### config.mk
export PLATFORM = sky130hd
export DESIGN_NAME = instr_fetch_unit
export DESIGN_NICKNAME = d
export VERILOG_FILES = /design/src/rtl/instr_fetch_unit.sv
export SDC_FILE = /design/constraint.sdc
export NUM_CORES = 1
export LEC_CHECK = 0
export ABC_AREA = 1
export CAP_MARGIN = 15
export CELL_PAD_IN_SITES_DETAIL_PLACEMENT = 1
export CELL_PAD_IN_SITES_GLOBAL_PLACEMENT = 2
export CORE_ASPECT_RATIO = 1.75
export CORE_MARGIN = 4
export CORE_UTILIZATION = 27
export DETAILED_ROUTE_END_ITERATION = 10
export PLACE_DENSITY_LB_ADDON = 0.1
export SLEW_MARGIN = 20
export SYNTH_ARGS = -nofsm -noshare
export SYNTH_HDL_FRONTEND = slang
export SYNTH_SLANG_ARGS = --single-unit
### constraint.sdc
create_clock -name clk -period 2.5 [get_ports clk]
set_clock_uncertainty 0.15 [all_clocks]
set_input_delay 0.625 -clock clk [delete_from_list [all_inputs] [get_ports clk]]
set_output_delay 0.625 -clock clk [all_outputs]
set_load 0.02 [all_outputs]
### src/rtl/instr_fetch_unit.sv
// PC + fetch stage: drives word-indexed imem, registers {instr, pc, pc+4}; 1-cycle pc->out latency.
// Holds output under !out_ready (pc stalls); redirects flush; misaligned/out-of-range pc parks in sticky FAULT.
module instr_fetch_unit #(
    parameter logic [31:0] RESET_PC   = 32'h0000_0000,
    parameter int          IMEM_WORDS = 1024,
    parameter logic [31:0] NOP_INSTR  = 32'h0000_0013
) (
    input  logic        clk,
    input  logic        reset,
    output logic [31:0] imem_addr,
    input  logic [31:0] imem_rdata,
    output logic        out_valid,
    input  logic        out_ready,
    output logic [31:0] out_instr,
    output logic [31:0] out_pc,
    output logic [31:0] out_pc_plus4,
    input  logic        redirect_valid,
    input  logic [31:0] redirect_target,
    output logic        fault,
    output logic [31:0] fault_addr,
    output logic [31:0] fetch_count
);
    typedef enum logic {RUN, FAULT} state_t;

    localparam logic [31:0] IMEM_LIMIT = 32'(IMEM_WORDS);

    state_t      state_q, state_d;
    logic [31:0] pc_q, pc_d;
    logic        valid_q, valid_d;
    logic [31:0] instr_q, instr_d;
    logic [31:0] opc_q, opc_d;
    logic [31:0] opc4_q, opc4_d;
    logic [31:0] faddr_q, faddr_d;
    logic [31:0] cnt_q, cnt_d;
    logic        advance;
    logic        pc_bad;

    assign imem_addr = {2'b00, pc_q[31:2]};
    assign advance   = !valid_q || out_ready;
    // Alignment is only a concern for RESET_PC; every later pc is checked at redirect.
    assign pc_bad    = (pc_q[1:0] != 2'b00) || ({2'b00, pc_q[31:2]} >= IMEM_LIMIT);

    always_comb begin
        state_d = state_q;
        pc_d    = pc_q;
        valid_d = valid_q;
        instr_d = instr_q;
        opc_d   = opc_q;
        opc4_d  = opc4_q;
        faddr_d = faddr_q;
        cnt_d   = cnt_q;
        if (state_q == RUN) begin
            if (valid_q && out_ready) begin
                cnt_d = cnt_q + 32'd1;
            end
            if (redirect_valid) begin
                valid_d = 1'b0;
                if (redirect_target[1:0] != 2'b00) begin
                    state_d = FAULT;
                    faddr_d = redirect_target;
                end else begin
                    pc_d = redirect_target;
                end
            end else if (advance) begin
                if (pc_bad) begin
                    state_d = FAULT;
                    faddr_d = pc_q;
                    valid_d = 1'b0;
                end else begin
                    instr_d = imem_rdata;
                    opc_d   = pc_q;
                    opc4_d  = pc_q + 32'd4;
                    valid_d = 1'b1;
                    pc_d    = pc_q + 32'd4;
                end
            end
        end
    end

    always_ff @(posedge clk) begin
        if (reset) begin
            state_q <= RUN;
            pc_q    <= RESET_PC;
            valid_q <= 1'b0;
            instr_q <= NOP_INSTR;
            opc_q   <= 32'd0;
            opc4_q  <= 32'd4;
            faddr_q <= 32'd0;
            cnt_q   <= 32'd0;
        end else begin
            state_q <= state_d;
            pc_q    <= pc_d;
            valid_q <= valid_d;
            instr_q <= instr_d;
            opc_q   <= opc_d;
            opc4_q  <= opc4_d;
            faddr_q <= faddr_d;
            cnt_q   <= cnt_d;
        end
    end

    assign out_valid    = valid_q;
    assign out_instr    = instr_q;
    assign out_pc       = opc_q;
    assign out_pc_plus4 = opc4_q;
    assign fault        = (state_q == FAULT);
    assign fault_addr   = faddr_q;
    assign fetch_count  = cnt_q;
endmodule
[Word level (Yosys, flattened, before mapping)]
Index checks and enable logic that the tools add are counted.
Cells by class
  add/sub/neg operators: 2
  $lt $le $gt $ge: 1
  equal/unequal tests: 3
  multiplexer cells: 16
  bitwise operators: 3
  reductions and logical operators: 13
Operator list (count)
  $mux W32: 8
  $add A32 B1 Y32 const B: 1
  $add A32 B3 Y32 const B: 1
  $ge A30 B11 Y1 const B: 1
  $reduce_and A4 Y1: 3
  $mux W1: 8
  $reduce_bool A2 Y1: 4
  $ne A2 B2 Y1 const B: 2
  $reduce_and A2 Y1: 2
  $not A1 Y1: 3
  $logic_or A1 B1 Y1: 2
  $ne A2 B1 Y1 const B: 1
  $logic_and A1 B1 Y1: 1
  $logic_not A1 Y1: 1
Storage, ports and cells
  bits in registers: 194
  input port bits: 68
  output and inout bits: 194
  logic and storage cells: 46

[Longest topological paths before layout]
Gate-level depths: netlist (run 1).
  depth in word-level cells: 6
  gate-level depth with buffers: 11
  gate-level depth less buffers: 10

[Worst setup path before layout (run 1)]
OpenSTA, ideal clock, no wires.
  path type: input port to flip-flop
  from: in redirect_valid
  to: reg faddr_q[19], in the netlist fault_addr[19]
  setup time: 0.110 ns
  arrival time: 1.624 ns
  required time: 2.240 ns
  slack: 0.616 ns
  stages: 11
  buffers on the path: 3
  path through: buf_4 -> inv_4 -> nand3b_2 -> nand2_2 -> inv_2 -> buf_6 -> nand3_2 -> buf_4 -> nand2_1 -> inv_1 -> nor2_1
On the way
  longest elaborated chain between the ends: 2
  elaborated cells on any way between the ends: 5
  those cells by class: 1 x eq/ne; 1 x mux; 3 x reduce/logical
RTL lines
  start: declaration: RTL line 17  | input logic redirect_valid,
  $ne A2 B1 Y1 (no source line) or $reduce_bool A2 Y1 (tied branches)
  $reduce_and A4 Y1 (no source line)
  end signal: assignment: RTL line 97  | faddr_q <= faddr_d;
  end: declaration: RTL line 33  | logic [31:0] faddr_q, faddr_d;
Several ways; a longest one is shown, not always the timed one.
A chain may end at the register's enable or synchronous reset.

[Worst setup path in the final report (run 1)]
  from: reg pc_q[3]
  to: out imem_addr[1]
RTL lines
  start: declaration: RTL line 28  | logic [31:0] pc_q, pc_d;
  start signal: assignment: RTL line 92  | pc_q <= pc_d;
  end: declaration: RTL line 10  | output logic [31:0] imem_addr,
No word-level cell between the ends.

==> flow_metrics.tcl, run 1 <==
set metrics [dict create \
    postSynthCellCount 1331 \
    cts.sinks 192 \
    setup_ws_ns 0.0553 \
    rsz0062_at_grt "false" \
    p_per_area_mw_per_mm2 610 \
    startpoint_type "flip-flop" \
    fillCellCount 4092 \
    cap_violations 0 \
    cpLargestDelayFamily "buffers and inverters" \
    hold_viol 0 \
    swShare 0.311 \
    path_class "reg -> out" \
    period_share 0.978 \
    vias_per_cell 4.40 \
    root_buffer "clkbuf_16" \
    switching_power_mw 2.35 \
    grt_pass1_wl_mm 51.2 \
    seq_area_frac_synth 0.431 \
    drt-total-wl_mm 32.6 \
    seqPwrFrac 0.443 \
    clk_latency_ns 0.45 \
    pre_cts_ws_ns 0.0479 \
    p_int_mw 5.20 \
    setup_tns_ns 0 \
    post_drt_wl_per_cell_um 16.6 \
    slowest_stage "clkdlybuf4s50_1" \
    synth_area_per_cell_um2 6.70 \
    hold_buffers 0 \
    grt_use_total 0.180 \
    htreeDepth 4 \
    synthTopCellsByArea "dfxtp_1 43%, nand2_1 15%, nor2_1 13%" \
    post_cts_buffers 0 \
    crit_fanout 6 \
    grt_max_degree 80 \
    timing.critical_path.buf_inv 1 \
    syn_to_final_growth_pct 38.8 \
    clockPowerShare 0.358 \
    vias 8662 \
    cts_tree "yes" \
    slew_violations 0 \
    start_util 0.275 \
    ant_nets 0 \
    antenna_found_initial 1 \
    final_cells 1967 \
    relSlewSlack 0.640 \
    crit_chain "clkdlybuf4s50_1" \
    drt-initial-drc-count 268 \
    dp_cells 1934 \
    gr-total-overflow 0 \
    path_clk_slew_ns 0.08 \
    firstDrtPassIters 4 \
    die_w_um 145 \
    setup_viol 0 \
    ir_drop_uv 505 \
    outcome "complete, no violations" \
    fmax_mhz 409 \
    finalWeightedCongestion 0.820 \
    cts-buffers-inserted 17 \
    ys_warn_count 0 \
    slowest_delay_ns 0.73 \
    yosys_register_bits 192 \
    synth.largest_area_cell "dfxtp_1" \
    hold_path.class "reg -> reg" \
    finish.net_count 1624 \
    fin_crit_ns 2.44 \
    required_ns 1.73 \
    ys_types 31 \
    io_pins 262 \
    holdWs_ns 0.288 \
    cp.arrival_ns 1.67 \
    p_comb_frac 0.199 \
    fp-row-count 87 \
    cts.repair.resized 0 \
    worst_slew_pin_slew_ns 0.536 \
    dieArea_mm2 0.0361 \
    drive_gt1_frac 0.0639 \
    syn_area_mm2 0.00892 \
    endpoint_kind "output port" \
    fp.dieH_um 248 \
    synth_top_cell_area_share 0.431 \
    drc 0 \
    clockBufferDepth 2 \
    core_mm2 0.0324 \
    leakagePower_nw 5.65 \
    dp_hpwl_mm 24.8 \
    port_buffers 259 \
    grt_pass1_vias 8947 \
]
## worst paths after layout
| path | startpoint | end | slack (ns) | cells after the start |
|---|---|---|---|---|
| worst min-delay path | out_pc[17] | out_pc[17] | 0.29 | 2 |
| worst max-delay path | pc_q[3] | imem_addr[1] | 0.06 | 1 |
| worst min register to register | out_pc[17] | out_pc[17] | 0.29 | 2 |
| worst max register to register | pc_q[12] | out_pc[8] | 0.50 | 9 |
## power by group through the flow
| stage | registers [mW] | logic, mW | clock network (mW) |
|---|---|---|---|
| 2_1_floorplan | 3.53 | 0.766 | 0 |
| 3_5_place_dp | 3.42 | 1.53 | 0 |
| 6_report | 3.35 | 1.50 | 2.71 |
| 4_1_cts | 3.35 | 1.54 | 2.82 |
| 3_3_place_gp | 3.42 | 1.51 | 0 |
| 5_1_grt | 3.37 | 1.67 | 2.93 |
## sequential cells by signal (all words and copies together), names as in the netlist
| register | flops |
|---|---|
| out_pc | 32 |
| fault | 1 |
| out_pc_plus4 | 30 |
| out_instr | 32 |
| fault_addr | 32 |
| pc_q | 32 |
| out_valid | 1 |
| fetch_count | 32 |
## cells in the mapped netlist
master,number
nand3_2,3
nand3b_2,1
inv_2,8
o21bai_1,48
nand3_1,64
xnor2_1,2
ha_1,3
nor2_2,8
nand2_1,350
inv_1,147
nand3b_1,7
buf_6,7
nor3_1,2
nand2_2,1
dfxtp_1,192
nand4_2,1
nor2_1,305
buf_2,16
nor4_1,2
nor2_4,2
nand4_1,6
conb_1,1
buf_4,43
o21a_1,9
buf_1,1
inv_4,1
a21oi_1,52
xor2_1,4
o21ai_0,16
clkbuf_1,28
o21ba_2,1
## per-stage QoR
step	util	power [mW]	area, µm²
after global routing	0.382	7.98	12400
after CTS	0.381	7.72	12400
after detailed placement	0.364	4.95	11800
final	0.382	7.55	12400
after global placement	0.364	4.93	11800
after floorplan	-	4.30	8920
## layout make-up
| type | instances | area, µm² | share of cell area |
|---|---|---|---|
| Tap cell | 400 | 500 | 0.0404 |
| Sequential cell | 192 | 3840 | 0.311 |
| Clock inverter | 14 | 125 | 0.0101 |
| Inverter | 156 | 588 | 0.0475 |
| Clock buffer | 18 | 439 | 0.0355 |
| Timing Repair Buffer | 297 | 2970 | 0.240 |
| Multi-Input combinational cell | 889 | 3910 | 0.316 |
| Antenna cell | 1 | 2.50 | 0.000202 |
## routing by layer
metal / part of all wire / GRT usage / up-vias
met1: 0.38 / 0.188 / 4040
met3: 0.033 / 0.0362 / 31
met2: 0.56 / 0.351 / 141
met5: 0 / 0 / -
li1: - / - / 4450
met4: 0.026 / 0.0644 / 0
## logic make-up after synthesis
| family | share of synthesized area |
|---|---|
| AOI/OAI and AO/OA | 0.0873 |
| adders and majority gates | 0.00421 |
| xor gates and xnor gates | 0.00589 |
| and+or+nand+nor | 0.339 |
| buffers and inverters | 0.132 |
| DFF | 0.431 |
| other | 0.000420 |
## placed cells by master, fill, tap and decap left out, drive strengths merged, types with 4 or more instances in the layout
cell,n
a21oi,52
buf,40
clkbuf,18
clkdlybuf4s50,257
clkinv,7
dfxtp,192
inv,162
nand2,351
nand3,67
nand3b,8
nand4,7
nor2,315
o21a,9
o21ai,16
o21bai,48
xor2,4
Power figures use the tool's default switching activity.
==> inputs of run 2 (changes only) <==
PLACE_DENSITY = 0.91   (was not set)
PLACE_DENSITY_LB_ADDON = not set   (was 0.1)
==> run 2 against run 1 <==
- via count up 2.4%
- utilization down 0.054 points
- clock power up 2%
- global-route usage down 0.20 points
- hold slack better by 0.0018 ns
- sequential share of layout area about the same
- wire length down 1.4%
- setup slack better by 0.031 ns
- power up 0.88%
- highest routed layer unchanged
==> flow_metrics.tcl, run 2 (synthesis gave the netlist of run 1 again) <==
set metrics [dict create \
    switching_power_mw 2.24 \
    final_cell_mix "349 x nand2_1, 305 x nor2_1, 256 x clkdlybuf4s50_1" \
    grtUsageMet1 0.172 \
    rsz0062_at_grt "false" \
    design_area_mm2 0.0124 \
    cp.depth 1 \
    crit_chain "clkdlybuf4s50_1" \
    port_buffers 259 \
    cts-buffers-inserted 17 \
    r2r_slack_ns 0.52 \
    io_pins 262 \
    ir_drop_uv 498 \
    finalWeightedCongestion 0.834 \
    use_met2 0.348 \
    clk_latency_ns 0.45 \
    htreeDepth 4 \
    gr-total-overflow 0 \
    slew_violations 0 \
    period_share 0.965 \
    fmax_mhz 414 \
    ant_nets 0 \
    vias 8868 \
    p_int_mw 5.38 \
    leakagePower_nw 5.66 \
    slowest_stage "clkdlybuf4s50_1" \
    setup_ws_ns 0.0864 \
    crit_fanout 7 \
    swShare 0.294 \
    drt-initial-drc-count 199 \
    globalRouteMet3Util 0.0364 \
    firstDrtPassIters 5 \
    pre_cts_ws_ns 0.0744 \
    antenna_found_initial 0 \
    post_drt_wl_per_cell_um 16.4 \
    drc 0 \
    drive_gt1_frac 0.0602 \
    required_ns 1.73 \
    worst_r2r_endpoint "fetch_count[20]" \
    syn_to_final_growth_pct 38.6 \
    n_antenna_cell 0 \
    root_buffer "clkbuf_16" \
    clockPowerShare 0.363 \
    path_class "reg -> out" \
    timing.critical_path.buf_inv 1 \
    worst_slew_pin_slew_ns 0.537 \
    p_comb_frac 0.198 \
    fp-row-count 87 \
    grt_use_total 0.178 \
    dp_hpwl_mm 24.9 \
    startpoint_type "flip-flop" \
    seqPwrFrac 0.439 \
    cts_tree "yes" \
    setup_viol 0 \
    cts.sinks 192 \
    hold_viol 0 \
    relSlewSlack 0.641 \
    grt_pass1_wl_mm 50.9 \
    final_cells 1961 \
    fin_crit_ns 2.41 \
    vias_per_cell 4.52 \
    core_mm2 0.0324 \
    cp.arrival_ns 1.64 \
    layout_commonest_cell "nand2_1" \
    dieArea_mm2 0.0361 \
    start_util 0.275 \
    r2r-start "fetch_count[0]" \
    p_per_area_mw_per_mm2 616 \
    hold_path.class "reg -> reg" \
    fin_util 0.381 \
    setup_tns_ns 0 \
    slowest_delay_ns 0.73 \
    outcome "complete, no violations" \
    crit_path_start "pc_q[4]" \
    drt-total-wl_mm 32.2 \
    place_area_mm2 0.0118 \
    die_w_um 145 \
    endpoint "imem_addr[2]" \
    cpLargestDelayFamily "buffers and inverters" \
    finish.net_count 1621 \
    path_clk_slew_ns 0.07 \
    grt_pass1_vias 9238 \
    fp.dieH_um 248 \
    reg2reg_depth 8 \
    dp_cells 1931 \
    clockBufferDepth 2 \
    grt_max_degree 110 \
    cap_violations 0 \
    busiest_layer "met2" \
    endpoint_kind "output port" \
]
-- run 2: cell types whose count changed in the layout (fill, tap and decap cells not counted), moves of 2 or more --
cell	before	now
buf_4	31	28
bufinv_16	0	2
clkinv_2	1	4
clkinv_4	6	1
inv_6	3	1
inv_8	3	0
-- run 2: how the worst min path moves through the flow --
stage                startpoint          endpoint  slack (ns)  cells past startpoint
4_1_cts              out_pc[22]        out_pc[22]        0.30                      2
3_5_place_dp   out_pc_plus4[24]  out_pc_plus4[24]        0.28                      2
3_3_place_gp   out_pc_plus4[20]  out_pc_plus4[20]        0.27                      2
6_report       out_pc_plus4[22]  out_pc_plus4[22]        0.29                      2
5_1_grt        out_pc_plus4[28]  out_pc_plus4[28]        0.31                      2
2_1_floorplan           pc_q[1]           pc_q[1]        0.28                      2
-- run 2: final cells by class --
type	instances	area [µm²]
fill	4055	20100
multi-input combinational	889	3910
sequential	192	3840
timing repair buffer	294	2950
inverter	156	588
tap	400	500
clock buffer	20	457
clock inverter	10	113
-- run 2: metrics by stage --
stage | total power, mW | hold slack, ns
floorplan | 4.30 | 0.281
global route | 8.03 | 0.312
detailed placement | 4.95 | 0.282
global placement | 4.92 | 0.275
CTS | 7.76 | 0.295
finish | 7.62 | 0.290
-- run 2: power groups by stage --
| stage | Sequential [mW] | Combinational, mW | Clock, mW |
|---|---|---|---|
| floorplan | 3.53 | 0.766 | 0 |
| global placement | 3.41 | 1.51 | 0 |
| detailed placement | 3.42 | 1.53 | 0 |
| CTS | 3.35 | 1.54 | 2.87 |
| global route | 3.37 | 1.67 | 2.99 |
| finish | 3.35 | 1.51 | 2.76 |
-- run 2: metal layers --
metal,wire length [µm],up-vias
li1,-,4444
met1,11600,4144
met2,17700,212
met3,1210,68
met4,1600,0
met5,0,-
-- run 2: what timing repair did --
item	4_1_cts	5_1_grt
setup endpoints to repair	0	1
buffers inserted	0	0
hold buffers	0	0
gates resized for setup	0	1
